<file path="src/rtl/alu_seq_pkg.sv">
// Shared function codes, sequencer state encoding and legality check for the
// ALU/shifter/divider issue path.
package alu_seq_pkg;

  localparam logic [5:0] F_SLL  = 6'd0;
  localparam logic [5:0] F_MFHI = 6'd16;
  localparam logic [5:0] F_MFLO = 6'd18;
  localparam logic [5:0] F_DIVU = 6'd27;
  localparam logic [5:0] F_ADD  = 6'd32;
  localparam logic [5:0] F_SUB  = 6'd34;
  localparam logic [5:0] F_AND  = 6'd36;
  localparam logic [5:0] F_OR   = 6'd37;
  localparam logic [5:0] F_SLT  = 6'd42;
  localparam logic [5:0] F_NOP  = 6'b111111;

  typedef enum logic [2:0] {
    S_IDLE     = 3'd0,
    S_EXEC     = 3'd1,
    S_DIV_WAIT = 3'd2,
    S_HILO_WR  = 3'd3,
    S_RESP     = 3'd4
  } state_e;

  function automatic logic is_legal_funct(input logic [5:0] f);
    case (f)
      F_AND, F_OR, F_ADD, F_SUB, F_SLT, F_SLL, F_DIVU, F_MFHI, F_MFLO: return 1'b1;
      default: return 1'b0;
    endcase
  endfunction

endpackage

</file>
<file path="src/rtl/alu_seq_timer.sv">
// Loadable down-counter; done flags the final cycle (count value 1) of a
// timed state.
module alu_seq_timer #(
  parameter int W = 6
) (
  input  logic         clk,
  input  logic         reset,
  input  logic         load,
  input  logic [W-1:0] load_val,
  input  logic         count,
  output logic         done
);

  logic [W-1:0] cnt_q;

  always_ff @(posedge clk) begin
    if (!reset) begin
      cnt_q <= '0;
    end else if (load) begin
      cnt_q <= load_val;
    end else if (count && (cnt_q != '0)) begin
      cnt_q <= cnt_q - 1'b1;
    end
  end

  assign done = (cnt_q == W'(1));

endmodule

</file>
<file path="src/rtl/alu_op_sequencer.sv">
// Issue controller for the 32-bit ALU/shifter/divider: one request at a time,
// timed function-code issue, one response per request, HI/LO and div-by-zero guards.
module alu_op_sequencer
  import alu_seq_pkg::*;
#(
  parameter int ALU_LAT    = 2,
  parameter int DIV_CYCLES = 32
) (
  input  logic        clk,
  input  logic        reset,
  input  logic        req_valid,
  output logic        req_ready,
  input  logic [5:0]  req_funct,
  input  logic [31:0] req_a,
  input  logic [31:0] req_b,
  output logic [5:0]  alu_signal,
  output logic [31:0] alu_dataA,
  output logic [31:0] alu_dataB,
  input  logic [31:0] alu_result,
  output logic        rsp_valid,
  input  logic        rsp_ready,
  output logic [31:0] rsp_data,
  output logic        rsp_err,
  output logic        busy,
  output logic [2:0]  dbg_state,
  output logic        dbg_hilo_valid
);

  localparam int MAX_CYC = (ALU_LAT > DIV_CYCLES) ? ALU_LAT : DIV_CYCLES;
  localparam int CW      = $clog2(MAX_CYC + 1);

  state_e      state_q;
  logic [5:0]  alu_signal_q;
  logic [31:0] a_q, b_q, rsp_data_q;
  logic        rsp_err_q, hilo_valid_q;

  logic          accept, is_div, req_err;
  logic          tmr_load, tmr_count, tmr_done;
  logic [CW-1:0] tmr_val;

  // Rejected requests skip the datapath entirely and answer the next cycle.
  assign accept  = req_valid && (state_q == S_IDLE);
  assign is_div  = (req_funct == F_DIVU);
  assign req_err = !is_legal_funct(req_funct)
                || (is_div && (req_b == 32'd0))
                || (((req_funct == F_MFHI) || (req_funct == F_MFLO)) && !hilo_valid_q);

  assign tmr_load  = accept && !req_err;
  assign tmr_val   = is_div ? CW'(DIV_CYCLES) : CW'(ALU_LAT);
  assign tmr_count = (state_q == S_EXEC) || (state_q == S_DIV_WAIT);

  alu_seq_timer #(.W(CW)) u_timer (
    .clk      (clk),
    .reset    (reset),
    .load     (tmr_load),
    .load_val (tmr_val),
    .count    (tmr_count),
    .done     (tmr_done)
  );

  always_ff @(posedge clk) begin
    if (!reset) begin
      state_q      <= S_IDLE;
      alu_signal_q <= F_NOP;
      a_q          <= '0;
      b_q          <= '0;
      rsp_data_q   <= '0;
      rsp_err_q    <= 1'b0;
      hilo_valid_q <= 1'b0;
    end else begin
      case (state_q)
        S_IDLE: begin
          if (accept) begin
            a_q <= req_a;
            b_q <= req_b;
            if (req_err) begin
              state_q    <= S_RESP;
              rsp_data_q <= '0;
              rsp_err_q  <= 1'b1;
            end else if (is_div) begin
              state_q      <= S_DIV_WAIT;
              alu_signal_q <= F_DIVU;
            end else begin
              state_q      <= S_EXEC;
              alu_signal_q <= req_funct;
            end
          end
        end
        S_EXEC: begin
          if (tmr_done) begin
            state_q      <= S_RESP;
            alu_signal_q <= F_NOP;
            rsp_data_q   <= alu_result;
            rsp_err_q    <= 1'b0;
          end
        end
        S_DIV_WAIT: begin
          if (tmr_done) begin
            state_q      <= S_HILO_WR;
            alu_signal_q <= F_NOP;
          end
        end
        S_HILO_WR: begin
          state_q      <= S_RESP;
          hilo_valid_q <= 1'b1;
          rsp_data_q   <= '0;
          rsp_err_q    <= 1'b0;
        end
        S_RESP: begin
          if (rsp_ready) begin
            state_q    <= S_IDLE;
            rsp_data_q <= '0;
            rsp_err_q  <= 1'b0;
          end
        end
        default: state_q <= S_IDLE;
      endcase
    end
  end

  assign req_ready      = (state_q == S_IDLE);
  assign busy           = (state_q != S_IDLE);
  assign rsp_valid      = (state_q == S_RESP);
  assign rsp_data       = rsp_data_q;
  assign rsp_err        = rsp_err_q;
  assign alu_signal     = alu_signal_q;
  assign alu_dataA      = a_q;
  assign alu_dataB      = b_q;
  assign dbg_state      = state_q;
  assign dbg_hilo_valid = hilo_valid_q;

endmodule

</file>
<file path="config.mk">
export PLATFORM = sky130hd
export DESIGN_NAME = alu_op_sequencer
export DESIGN_NICKNAME = d
export VERILOG_FILES = /design/src/rtl/alu_seq_pkg.sv /design/src/rtl/alu_seq_timer.sv /design/src/rtl/alu_op_sequencer.sv
export SDC_FILE = /design/constraint.sdc
export NUM_CORES = 1
export LEC_CHECK = 0
export CAP_MARGIN = 5
export CORE_MARGIN = 1
export CORE_UTILIZATION = 41
export DETAILED_ROUTE_END_ITERATION = 16
export GPL_ROUTABILITY_DRIVEN = 0
export PLACE_DENSITY = 0.85
export SLEW_MARGIN = 20
export SYNTH_ARGS = -nofsm -noshare
export SYNTH_HDL_FRONTEND = slang
export SYNTH_SLANG_ARGS = --single-unit
export TNS_END_PERCENT = 100
</file>
<file path="constraint.sdc">
create_clock -name clk -period 2.7 [get_ports clk]
set_input_delay 0.54 -clock clk [delete_from_list [all_inputs] [get_ports clk]]
set_output_delay 0.54 -clock clk [all_outputs]
set_load 0.005 [all_outputs]
</file>
# [After elaboration in Yosys (flattened, before gate mapping)]
# Cells that the tools add are included.
# W data, S select, Z words.
[totals] output_inout_bits=110 rom_bits=0 ram_bits=0 n_memories=0 regBits=113 latchBits=0 wordCells=81
[classes] n_lt_le_gt_ge=0 div_mod_pow=0 n_addsub=1 n_bitwise=0 shift=0 multipliers=0 n_reduce_logical=26 eq_ne=20 mux=26
[op_table] op="$mux W32" count=4
[op_table] op="$pmux W32 S4" count=1
[op_table] op="$mux W6" count=7
[op_table] op="$logic_not A32 Y1" count=1
[op_table] op="$eq A6 B6 Y1 const B" count=5
[op_table] op="$eq A6 B5 Y1 const B" count=3
[op_table] op="$mux W3" count=5
[op_table] op="$pmux W3 S5" count=1
[op_table] op="$pmux W6 S2" count=1
[op_table] op="$reduce_or A9 Y1" count=1
[op_table] op="$ne A2 B1 Y1 const B" count=4
[op_table] op="$reduce_and A4 Y1" count=2
[op_table] op="$eq A3 B2 Y1 const B" count=2
[op_table] op="$eq A6 B1 Y1 const B" count=1
[op_table] op="$logic_not A6 Y1" count=1
[op_table] op="$ne A2 B2 Y1 const B" count=3
[op_table] op="$reduce_bool A6 Y1" count=1
[op_table] op="$sub A6 B1 Y6 const B" count=1
[op_table] op="$logic_and A1 B1 Y1" count=5
[op_table] op="$mux W1" count=5
[op_table] op="$reduce_and A5 Y1" count=1
[op_table] op="$logic_or A1 B1 Y1" count=4
[op_table] op="$pmux W1 S4" count=1
[op_table] op="$reduce_bool A2 Y1" count=2
[op_table] op="9 further kinds" count=11

# [Logic depth before layout (Yosys ltp)]
# Gate-level depths: netlist of the first run.
[depth] ltp_word=9 depth_mapped=8

# [By module]
# From an unflattened synthesis of the first run, not the netlist that was laid out.
[unflattened] cells_unflattened=551 hier_area_um2=4750.8
[by_module_without_submodules] mod="alu_op_sequencer" area_each_um2=4351.7 cells_per_inst=503 seq_area_each_um2=2142.1 instances=1
[by_module_without_submodules] mod="alu_seq_timer" area_each_um2=399.1 cells_per_inst=48 seq_area_each_um2=120.1 instances=1

# [Worst setup path after synthesis of the first run]
# No wires, ideal clock.
[synth_path] kind="input-to-reg" start="in req_b[26]" end="reg rsp_data_q[0] (netlist: rsp_data[0])" setup_ps=120 stages=8 t_arrival_ps=2058 path_buffers=2 slack_ps=523 cell_sequence="nor4_1 > nand4_1 > or3_4 > and2_4 > a22o_1 > buf_6 > buf_6 > mux2i_1"
[synth_between] elab_chain_cells=6
[synth_lines] item="start, declared" line="alu_op_sequencer.sv:15" rtl="input logic [31:0] req_b,"
[synth_lines] item="$logic_not A32 Y1" line="alu_op_sequencer.sv:45" rtl="|| (is_div && (req_b == 32'd0))"
[synth_lines] item="$logic_and A1 B1 Y1" line="alu_op_sequencer.sv:45"
[synth_lines] item="$logic_or A1 B1 Y1" line="alu_op_sequencer.sv:45"
[synth_lines] item="$logic_or A1 B1 Y1" line="alu_op_sequencer.sv:46" rtl="|| (((req_funct == F_MFHI) || (req_funct == F_MFLO)) && !hilo_valid_q);"
[synth_lines] item="$ne A2 B1 Y1 (no source line)"
[synth_lines] item="$reduce_and A5 Y1 (no source line)"
[synth_lines] item="end signal, assigned" line="alu_op_sequencer.sv:93" rtl="rsp_data_q <= alu_result;"
[synth_lines] item="end, declared" line="alu_op_sequencer.sv:34" rtl="logic [31:0] a_q, b_q, rsp_data_q;"
# No other way between the ends.
# A chain may end at the register's enable or synchronous reset.

# [Worst setup path after layout of the first run]
[layout_path] start="in req_b[25]" end="reg rsp_data_q[23] (netlist: rsp_data[23])"
# The elaborated chain is that of the path after synthesis.

==> flow_metrics.py, run 1 <==
metrics = {
    "routing": {
        "drt_iter0_drc": 284,
        "routed_wl_um": 13400,
        "firstDrtPassIters": 4,
        "drc": 0,
        "drt.antenna.violating_nets": 0,
        "wire_per_inst_um": 14.6,
        "post_drt_via_cell_ratio": 5.04,
        "vias": 4623,
    },
    "cells_and_area": {
        "stdcell_area_um2": 7550,
        "finish.utilization_pct": 69.1,
        "final_common_cell": "clkdlybuf4s50_1",
        "drive_above_1_share_pct": 7.59,
        "layout.nets": 875,
        "final_cell_mix": "214 x clkdlybuf4s50_1, 201 x nand2_1, 113 x dfxtp_1, 64 x a21boi_0, 34 x mux2i_1",
        "antenna_cells": 0,
        "area_delta_synth_final_pct": 62.9,
    },
    "global_route": {
        "use_met1_pct": 24.7,
        "grt-busiest-layer": "met2",
        "grt_util_all_layers_pct": 22.8,
        "gr-usage-met3_pct": 8.86,
        "grt_pass1_wl_um": 20900,
        "grt_max_degree": 76,
        "grt_pass1_vias": 4603,
        "grt_overflow_total": 0,
        "use_met2_pct": 39.2,
        "antenna_found_initial": 0,
    },
    "synth": {
        "ys.flop_type": "dfxtp_1",
        "yosysTopAreaCell": "dfxtp_1",
        "ys.warnings.count": 0,
        "yosysSeqAreaShare_pct": 48.8,
        "synth_area_um2": 4640,
        "ys_ff_latch": 113,
        "synth_nets": 655,
        "synth_edf_count": 0,
        "syn_inst": 546,
        "yosysTopAreaCellShare_pct": 48.8,
        "synth.area.top_cells": "dfxtp_1 49%, nand2_1 16%, a21boi_0 10%, mux2i_1 7.3%, clkbuf_1 2.2%",
        "ys_types": 42,
        "async_flop_share_pct": 0,
        "avgSynthCellArea_um2": 8.49,
    },
    "clock_tree": {
        "post-cts-setup-buffers": 0,
        "cts.reportedPaths.clkPinSlew_ns": 0.05,
        "cts_buffer_depth": 2,
        "cts_hold_buf": 0,
        "clock-sinks": 113,
        "clk_latency_ns": 0.41,
        "cts_root_buf": "clkbuf_16",
        "cts_made_buffers": 17,
        "cts_resized": 0,
        "htreeDepth": 4,
        "cts_tree": "done",
    },
    "sta": {
        "max_freq_mhz": 385,
        "finalMaxSlewViolations": 0,
        "worst_slew_pin_slew_ns": 0.642,
        "period_share_pct": 96.2,
        "finalHoldViolations": 0,
        "setup_viol": 0,
        "rsz0062_at_grt": "no",
        "skew_ns": 0.00556,
        "period_needed_ns": 2.60,
        "timing.hold.ws_ns": 0.459,
        "relSlewSlack_pct": 56.8,
    },
    "die": {
        "placeableCoreArea_um2": 10900,
        "die_x_um": 108,
        "start_util_pct": 42.4,
        "pin_count": 216,
        "row_count": 38,
        "die_h_um": 108,
        "die_area_um2": 11700,
    },
    "power": {
        "p_leak_uw": 0.00289,
        "swShare_pct": 23.0,
        "switchingPower_uw": 1050,
        "pwr-share-comb_pct": 15.3,
        "pwr_density_cell_nw_per_um2": 605,
        "peakVddDrop_mv": 0.461,
        "clkPwrFrac_pct": 45.5,
        "p_seq_share_pct": 39.2,
        "power_uw": 4570,
        "intPower_uw": 3520,
    },
    "worst_setup_path": {
        "setup.worst_path.end_class": "register",
        "r2r-start": "u_timer.cnt_q[2]",
        "critPathCapture": "rsp_data[23]",
        "critPathKind": "input pin to register",
        "reg2reg_depth": 6,
        "startpoint": "req_b[25]",
        "r2r-end": "alu_signal[5]",
        "crit_arrival_ns": 2.88,
        "startpoint_type": "input pin",
        "worstPathMaxFanout": 33,
        "crit_required_ns": 2.98,
        "r2r_setup_slack_ns": 0.62,
    },
    "job": {
        "maxCapViolations": 0,
    },
    "placement": {
        "numPortBuffers": 215,
        "dpl-instance-area_um2": 7000,
        "dp_hpwl_um": 9600,
    },
    "hold_path": {
        "min_from": "alu_dataB[28]",
        "hp-class": "register to register",
    },
    "status": {
        "status": "finished, final reports clean",
    },
}
-- layer usage --
metal  share of wire (%)  up-vias
li1                    -     2262
met1                  41     2137
met2                  48      194
met3                 8.5       30
met4                 2.6        0
met5                   0        -
-- critical path, cell delays in order --
cell	delay [ns]
clkdlybuf4s50_1	0.44
nor4_1	0.39
buf_4	0.18
nand4_1	0.12
or3_4	0.42
and2_4	0.17
a22o_2	0.27
buf_12	0.19
mux2i_1	0.15
-- cell families after synthesis --
| family | share of synthesized area, % |
|---|---|
| AO/OA/AOI/OAI | 15.1 |
| XOR/XNOR | 1.13 |
| adder cells (fa/ha/maj) | 0.809 |
| buffers and inverters | 3.91 |
| flip-flops | 48.8 |
| multiplexers | 7.34 |
| AND/OR/NAND/NOR | 22.9 |
-- final cells by class --
class	count	area, µm²
multi-input cells	393	2210
clock inverters	6	55.1
well taps	140	175
fillers	860	3380
flip-flops and latches	113	2260
repair buffers	237	2340
clock buffers	24	502
inverters	4	15.0
-- worst min path at each step --
stage / endpoint / slack (ns) / depth (start not counted)
after detailed placement: rsp_data[15] / 0.45 / 2
after global placement: rsp_data[8] / 0.44 / 2
after floorplan: rsp_err / 0.45 / 2
after global routing: rsp_data[15] / 0.48 / 2
final: alu_dataB[28] / 0.46 / 2
after CTS: rsp_data[15] / 0.46 / 2
-- flip-flops by register name (all words and copies together) (netlist names) --
name and cells:
alu_dataB 32, u_timer.cnt_q 6, dbg_state 3, rsp_data 32, dbg_hilo_valid 1, alu_signal 6
rsp_err 1, alu_dataA 32
-- cell usage after synthesis (2+ instances only) --
library cell  count
nor4_1            9
mux2i_1          34
ha_1              3
dfxtp_1         113
a31oi_1           2
inv_1             4
nand2b_1          2
nor2b_1           4
o22ai_1           2
nand2_1         202
xnor2_1           3
nor3_1            6
and2_1            4
clkbuf_1         27
a21oi_1           8
xor2_1            3
or3_1             2
buf_6             4
o22a_1            6
a21boi_0         64
nand4_1           3
nor2_1           14
o21ai_0           5
buf_1             4
-- through the flow --
stage / instances / worst slack (ns) / setup TNS [ns]
floorplan: 546 / 0.523 / 0
global placement: 887 / -0.297 / -11.55
detailed placement: 887 / -0.304 / -11.18
global route: 917 / 0.0232 / 0
finish: 917 / 0.102 / 0
CTS: 917 / 0.104 / 0
-- power by group through the flow --
stage / clock (µW) / combinational [µW] / sequential (µW)
2_1_floorplan: 0 / 279 / 1830
4_1_cts: 2120 / 701 / 1790
5_1_grt: 2200 / 755 / 1800
6_report: 2080 / 698 / 1790
3_5_place_dp: 0 / 697 / 1820
3_3_place_gp: 0 / 683 / 1820
Note: power is estimated with default switching activity, not from simulation.
==> run 2: changes to the inputs <==
--- a/config.mk
+++ b/config.mk
@@ -10,7 +10,7 @@
 export CORE_UTILIZATION = 41
 export DETAILED_ROUTE_END_ITERATION = 16
 export GPL_ROUTABILITY_DRIVEN = 0
-export PLACE_DENSITY = 0.85
+export PLACE_DENSITY = 0.78
 export SLEW_MARGIN = 20
 export SYNTH_ARGS = -nofsm -noshare
 export SYNTH_HDL_FRONTEND = slang
==> run 2 against run 1 <==
Net effect:
- worst setup slack better by 0.0034 ns
- non-clock buffer count increased by 4
- cell area increased by 1.9%
- clock power grew 18%
- combinational power increased by 2%
- largest power group unchanged
- utilization grew 1.3 points
- critical path depth decreased by 6
- worst hold slack lost 0.0091 ns
- sequential power hardly changed
- clock skew rose by 0.0045 ns
- critical endpoint is now req_ready
- die area unchanged
==> flow_metrics.py, run 2 (synthesis results as in run 1) <==
metrics = {
    "power": {
        "clkPwrFrac_pct": 49.5,
        "peakVddDrop_mv": 0.428,
        "power_uw": 4950,
        "pwr_density_cell_nw_per_um2": 643,
        "p_seq_share_pct": 36.1,
        "swShare_pct": 21.9,
        "pwr-share-comb_pct": 14.4,
        "switchingPower_uw": 1090,
        "intPower_uw": 3870,
        "p_leak_uw": 0.00295,
    },
    "cells_and_area": {
        "finish.utilization_pct": 70.4,
        "drive_above_1_share_pct": 8.43,
        "area_delta_synth_final_pct": 66.0,
        "layout.nets": 879,
        "antenna_cells": 0,
        "final_common_cell": "clkdlybuf4s50_1",
        "final_cell_mix": "214 x clkdlybuf4s50_1, 201 x nand2_1, 113 x dfxtp_1, 64 x a21boi_0, 34 x mux2i_1",
        "fillCellCount": 854,
    },
    "routing": {
        "drt_iter0_drc": 263,
        "vias": 4567,
        "firstDrtPassIters": 4,
        "wire_per_inst_um": 14.6,
        "drt.antenna.violating_nets": 0,
        "routed_wl_um": 13500,
        "post_drt_via_cell_ratio": 4.95,
        "drc": 0,
    },
    "clock_tree": {
        "cts_made_buffers": 17,
        "htreeDepth": 4,
        "clk_latency_ns": 0.40,
        "cts.reportedPaths.clkPinSlew_ns": 0.06,
        "cts_root_buf": "clkbuf_16",
        "post-cts-setup-buffers": 0,
        "cts_resized": 0,
        "cts_hold_buf": 0,
        "cts_tree": "done",
        "cts_buffer_depth": 2,
        "clock-sinks": 113,
    },
    "worst_setup_path": {
        "setup.worst_path.end_class": "output pin",
        "crit_required_ns": 2.16,
        "crit_arrival_ns": 2.05,
        "worstPathMaxFanout": 13,
        "startpoint_type": "register",
        "critPathKind": "register to output pin",
    },
    "sta": {
        "max_freq_mhz": 385,
        "worst_slew_pin_slew_ns": 0.628,
        "finalHoldViolations": 0,
        "period_needed_ns": 2.59,
        "rsz0062_at_grt": "no",
        "setup_viol": 0,
        "finalMaxSlewViolations": 0,
        "timing.hold.ws_ns": 0.450,
        "relSlewSlack_pct": 58.1,
        "skew_ns": 0.0100,
        "period_share_pct": 96.1,
    },
    "job": {
        "maxCapViolations": 0,
    },
    "placement": {
        "numPortBuffers": 215,
        "dp_hpwl_um": 9610,
    },
    "global_route": {
        "antenna_found_initial": 0,
        "grt_pass1_wl_um": 21100,
        "grt_pass1_vias": 4454,
        "grt_util_all_layers_pct": 23.1,
        "grt_overflow_total": 0,
        "grt_max_degree": 75,
    },
    "hold_path": {
        "hp-class": "input pin to register",
    },
    "die": {
        "pin_count": 216,
        "start_util_pct": 42.4,
        "placeableCoreArea_um2": 10900,
        "die_h_um": 108,
        "die_area_um2": 11700,
        "die_x_um": 108,
        "row_count": 38,
    },
    "status": {
        "status": "finished, final reports clean",
    },
}
## run 2: final cells by class
cell class | instances | area, µm² | share of cell area (%)
Clock buffer | 22 | 474 | 6.16
Tap cell | 140 | 175 | 2.27
Timing Repair Buffer | 241 | 2380 | 30.9
Inverter | 4 | 15.0 | 0.195
Clock inverter | 10 | 180 | 2.34
Sequential cell | 113 | 2260 | 29.4
Multi-Input combinational cell | 393 | 2210 | 28.7
## run 2: path summary, 6_finish.rpt
path | startpoint | to | slack (ns) | cells past startpoint
setup / recovery | dbg_state[1] | req_ready | 0.11 | 3
hold / removal | reset | alu_dataA[11] | 0.45 | 2
setup reg to reg | u_timer.cnt_q[5] | alu_signal[3] | 0.71 | 6
hold reg to reg | rsp_err | rsp_err | 0.46 | 2
## run 2: power groups by stage
stage,Combinational (µW),Sequential (µW),Clock (µW)
2_1_floorplan,279,1830,0
3_3_place_gp,701,1820,0
3_5_place_dp,712,1820,0
4_1_cts,718,1790,2500
5_1_grt,771,1800,2570
6_report,712,1790,2450
## run 2: metal layers
metal	up-vias	global-route usage (%)	wire length, µm
met1	2121	25.2	5520
met2	172	40.8	6710
li1	2268	-	-
met4	0	8.78	94
met5	-	0	0
met3	6	8.44	1140
## run 2: through the flow
stage / instances / worst slack [ns] / area [µm²] / setup TNS, ns
finish: 923 / 0.105 / 7700 / 0
global route: 923 / 0.00479 / 7700 / 0
CTS: 923 / 0.0695 / 7690 / 0
detailed placement: 891 / -0.209 / 7040 / -7.00
global placement: 891 / -0.153 / 7040 / -5.72
floorplan: 546 / 0.523 / 4640 / 0
## run 2: worst max-delay path, stage by stage (launching register included)
cell and delay, ns:
dfxtp_1 0.43, or3_1 0.50, inv_1 0.17, clkdlybuf4s50_1 0.57
==> run 3: changes to the inputs <==
--- a/config.mk
+++ b/config.mk
@@ -6,7 +6,7 @@
 export NUM_CORES = 1
 export LEC_CHECK = 0
 export CAP_MARGIN = 5
-export CORE_MARGIN = 1
+export CORE_MARGIN = 3
 export CORE_UTILIZATION = 41
 export DETAILED_ROUTE_END_ITERATION = 16
 export GPL_ROUTABILITY_DRIVEN = 0
==> run 3 against run 2 <==
Net effect:
- clock power down 15%
- combinational power down 3%
- sequential cell count unchanged
- clock skew down 0.0015 ns
- sequential share of layout area up 0.56 points
- critical path type unchanged
==> flow_metrics.py, run 3 (synthesis results as in run 1) <==
metrics = {
    "sta": {
        "max_freq_mhz": 391,
        "period_share_pct": 94.7,
        "finalHoldViolations": 0,
        "relSlewSlack_pct": 51.8,
        "finalMaxSlewViolations": 0,
        "skew_ns": 0.00853,
        "fin_ws_ns": 0.144,
        "worst_slew_pin_slew_ns": 0.718,
        "setup_viol": 0,
        "rsz0062_at_grt": "no",
        "period_needed_ns": 2.56,
    },
    "worst_setup_path": {
        "slowest_stage": "clkdlybuf4s50_1",
        "setup.worst_path.end_class": "output pin",
        "worstPathMaxFanout": 15,
        "crit_required_ns": 2.16,
        "startpoint_type": "register",
        "r2r-start": "u_timer.cnt_q[2]",
        "r2r_setup_slack_ns": 0.62,
        "startpoint": "dbg_state[2]",
        "cp_num_buf_inv": 2,
        "critPathKind": "register to output pin",
        "critPathTopFamily": "buffers and inverters",
        "slowest_delay_ns": 0.54,
        "crit_arrival_ns": 2.02,
        "crit_chain": "or3_4, inv_1, clkdlybuf4s50_1",
    },
    "die": {
        "start_util_pct": 42.4,
        "pin_count": 216,
        "row_count": 38,
        "die_h_um": 112,
        "die_area_um2": 12600,
        "placeableCoreArea_um2": 10900,
        "die_x_um": 112,
    },
    "clock_tree": {
        "cts_buffer_depth": 2,
        "clk_latency_ns": 0.39,
        "htreeDepth": 4,
        "clock-sinks": 113,
        "cts_root_buf": "clkbuf_16",
        "cts_tree": "done",
        "post-cts-setup-buffers": 0,
        "cts_made_buffers": 17,
        "cts.reportedPaths.clkPinSlew_ns": 0.05,
    },
    "power": {
        "peakVddDrop_mv": 0.365,
        "pwr_density_cell_nw_per_um2": 607,
        "p_leak_uw": 0.00287,
    },
    "global_route": {
        "grt_max_degree": 90,
        "grt_util_all_layers_pct": 21.3,
        "grt_pass1_wl_um": 22100,
        "grt_overflow_total": 0,
        "grt_pass1_vias": 4658,
        "antenna_found_initial": 0,
    },
    "routing": {
        "post_drt_via_cell_ratio": 4.99,
        "drc": 0,
        "wire_per_inst_um": 14.8,
        "firstDrtPassIters": 4,
        "routed_wl_um": 13500,
        "vias": 4543,
        "drt.antenna.violating_nets": 0,
        "drt_iter0_drc": 236,
    },
    "cells_and_area": {
        "layout.nets": 870,
        "area_delta_synth_final_pct": 62.9,
        "final_common_cell": "clkdlybuf4s50_1",
        "drive_above_1_share_pct": 7.13,
        "fillCellCount": 880,
        "multi_input_area_um2": 2210,
        "antenna_cells": 0,
        "ff_latch_area_um2": 2260,
        "final_cell_mix": "214 x clkdlybuf4s50_1, 201 x nand2_1, 113 x dfxtp_1, 64 x a21boi_0, 34 x mux2i_1",
        "layout.cells.non_filler": 911,
    },
    "job": {
        "maxCapViolations": 0,
    },
    "placement": {
        "numPortBuffers": 215,
        "dp.cells": 882,
        "dp_hpwl_um": 9700,
        "pre_cts_ws_ns": -0.201,
    },
    "hold_path": {
        "hp-class": "register to register",
        "min_from": "rsp_data[6]",
    },
    "status": {
        "status": "finished, final reports clean",
    },
}
## run 3: final timing paths
check / to / depth (start not counted)
worst min register to register: rsp_data[6] / 2
worst max-delay path: req_ready / 3
worst min-delay path: rsp_data[6] / 2
worst max register to register: alu_signal[1] / 6
## run 3: what timing repair did
action | in CTS | in global routing
endpoints found under the setup margin | 0 | 1
hold endpoints to repair | 0 | 0
gates resized for setup | 0 | 1
hold buffers | 0 | 0
## run 3: area by class of cell
class / instances / area share (%)
clock buffers: 24 / 6.77
clock inverters: 5 / 0.696
inverters: 4 / 0.199
multi-input cells: 393 / 29.3
flip-flops and latches: 113 / 29.9
well taps: 140 / 2.32
repair buffers: 232 / 30.8
## run 3: stage by stage
step	setup TNS (ns)	power [µW]	hold WS, ns	cell area (µm²)	util [%]
detailed placement	-6.68	2520	0.452	6990	63.9
global route	0	4780	0.475	7550	69.1
global placement	-4.89	2510	0.443	6990	63.9
finish	0	4580	0.456	7550	69.1
CTS	0	4640	0.457	7550	69.0
floorplan	0	2110	0.454	4640	-
## run 3: power breakdown
group / switching [µW] / total (µW) / internal (µW)
sequential: 46.3 / 1800 / 1750
clock: 704 / 2090 / 1390
combinational: 286 / 693 / 406
## run 3: layer usage
layer	vias up	wire length (µm)	GRT usage, %
met3	20	1230	8.41
met5	-	0	0
li1	2250	-	-
met4	0	217	8.25
met2	192	6560	35.7
met1	2081	5470	24.5
## run 3: worst min-delay path, cell delays in order (launching register included)
cell and delay [ns]:
dfxtp_1 0.30, nand2_1 0.05, mux2i_1 0.05
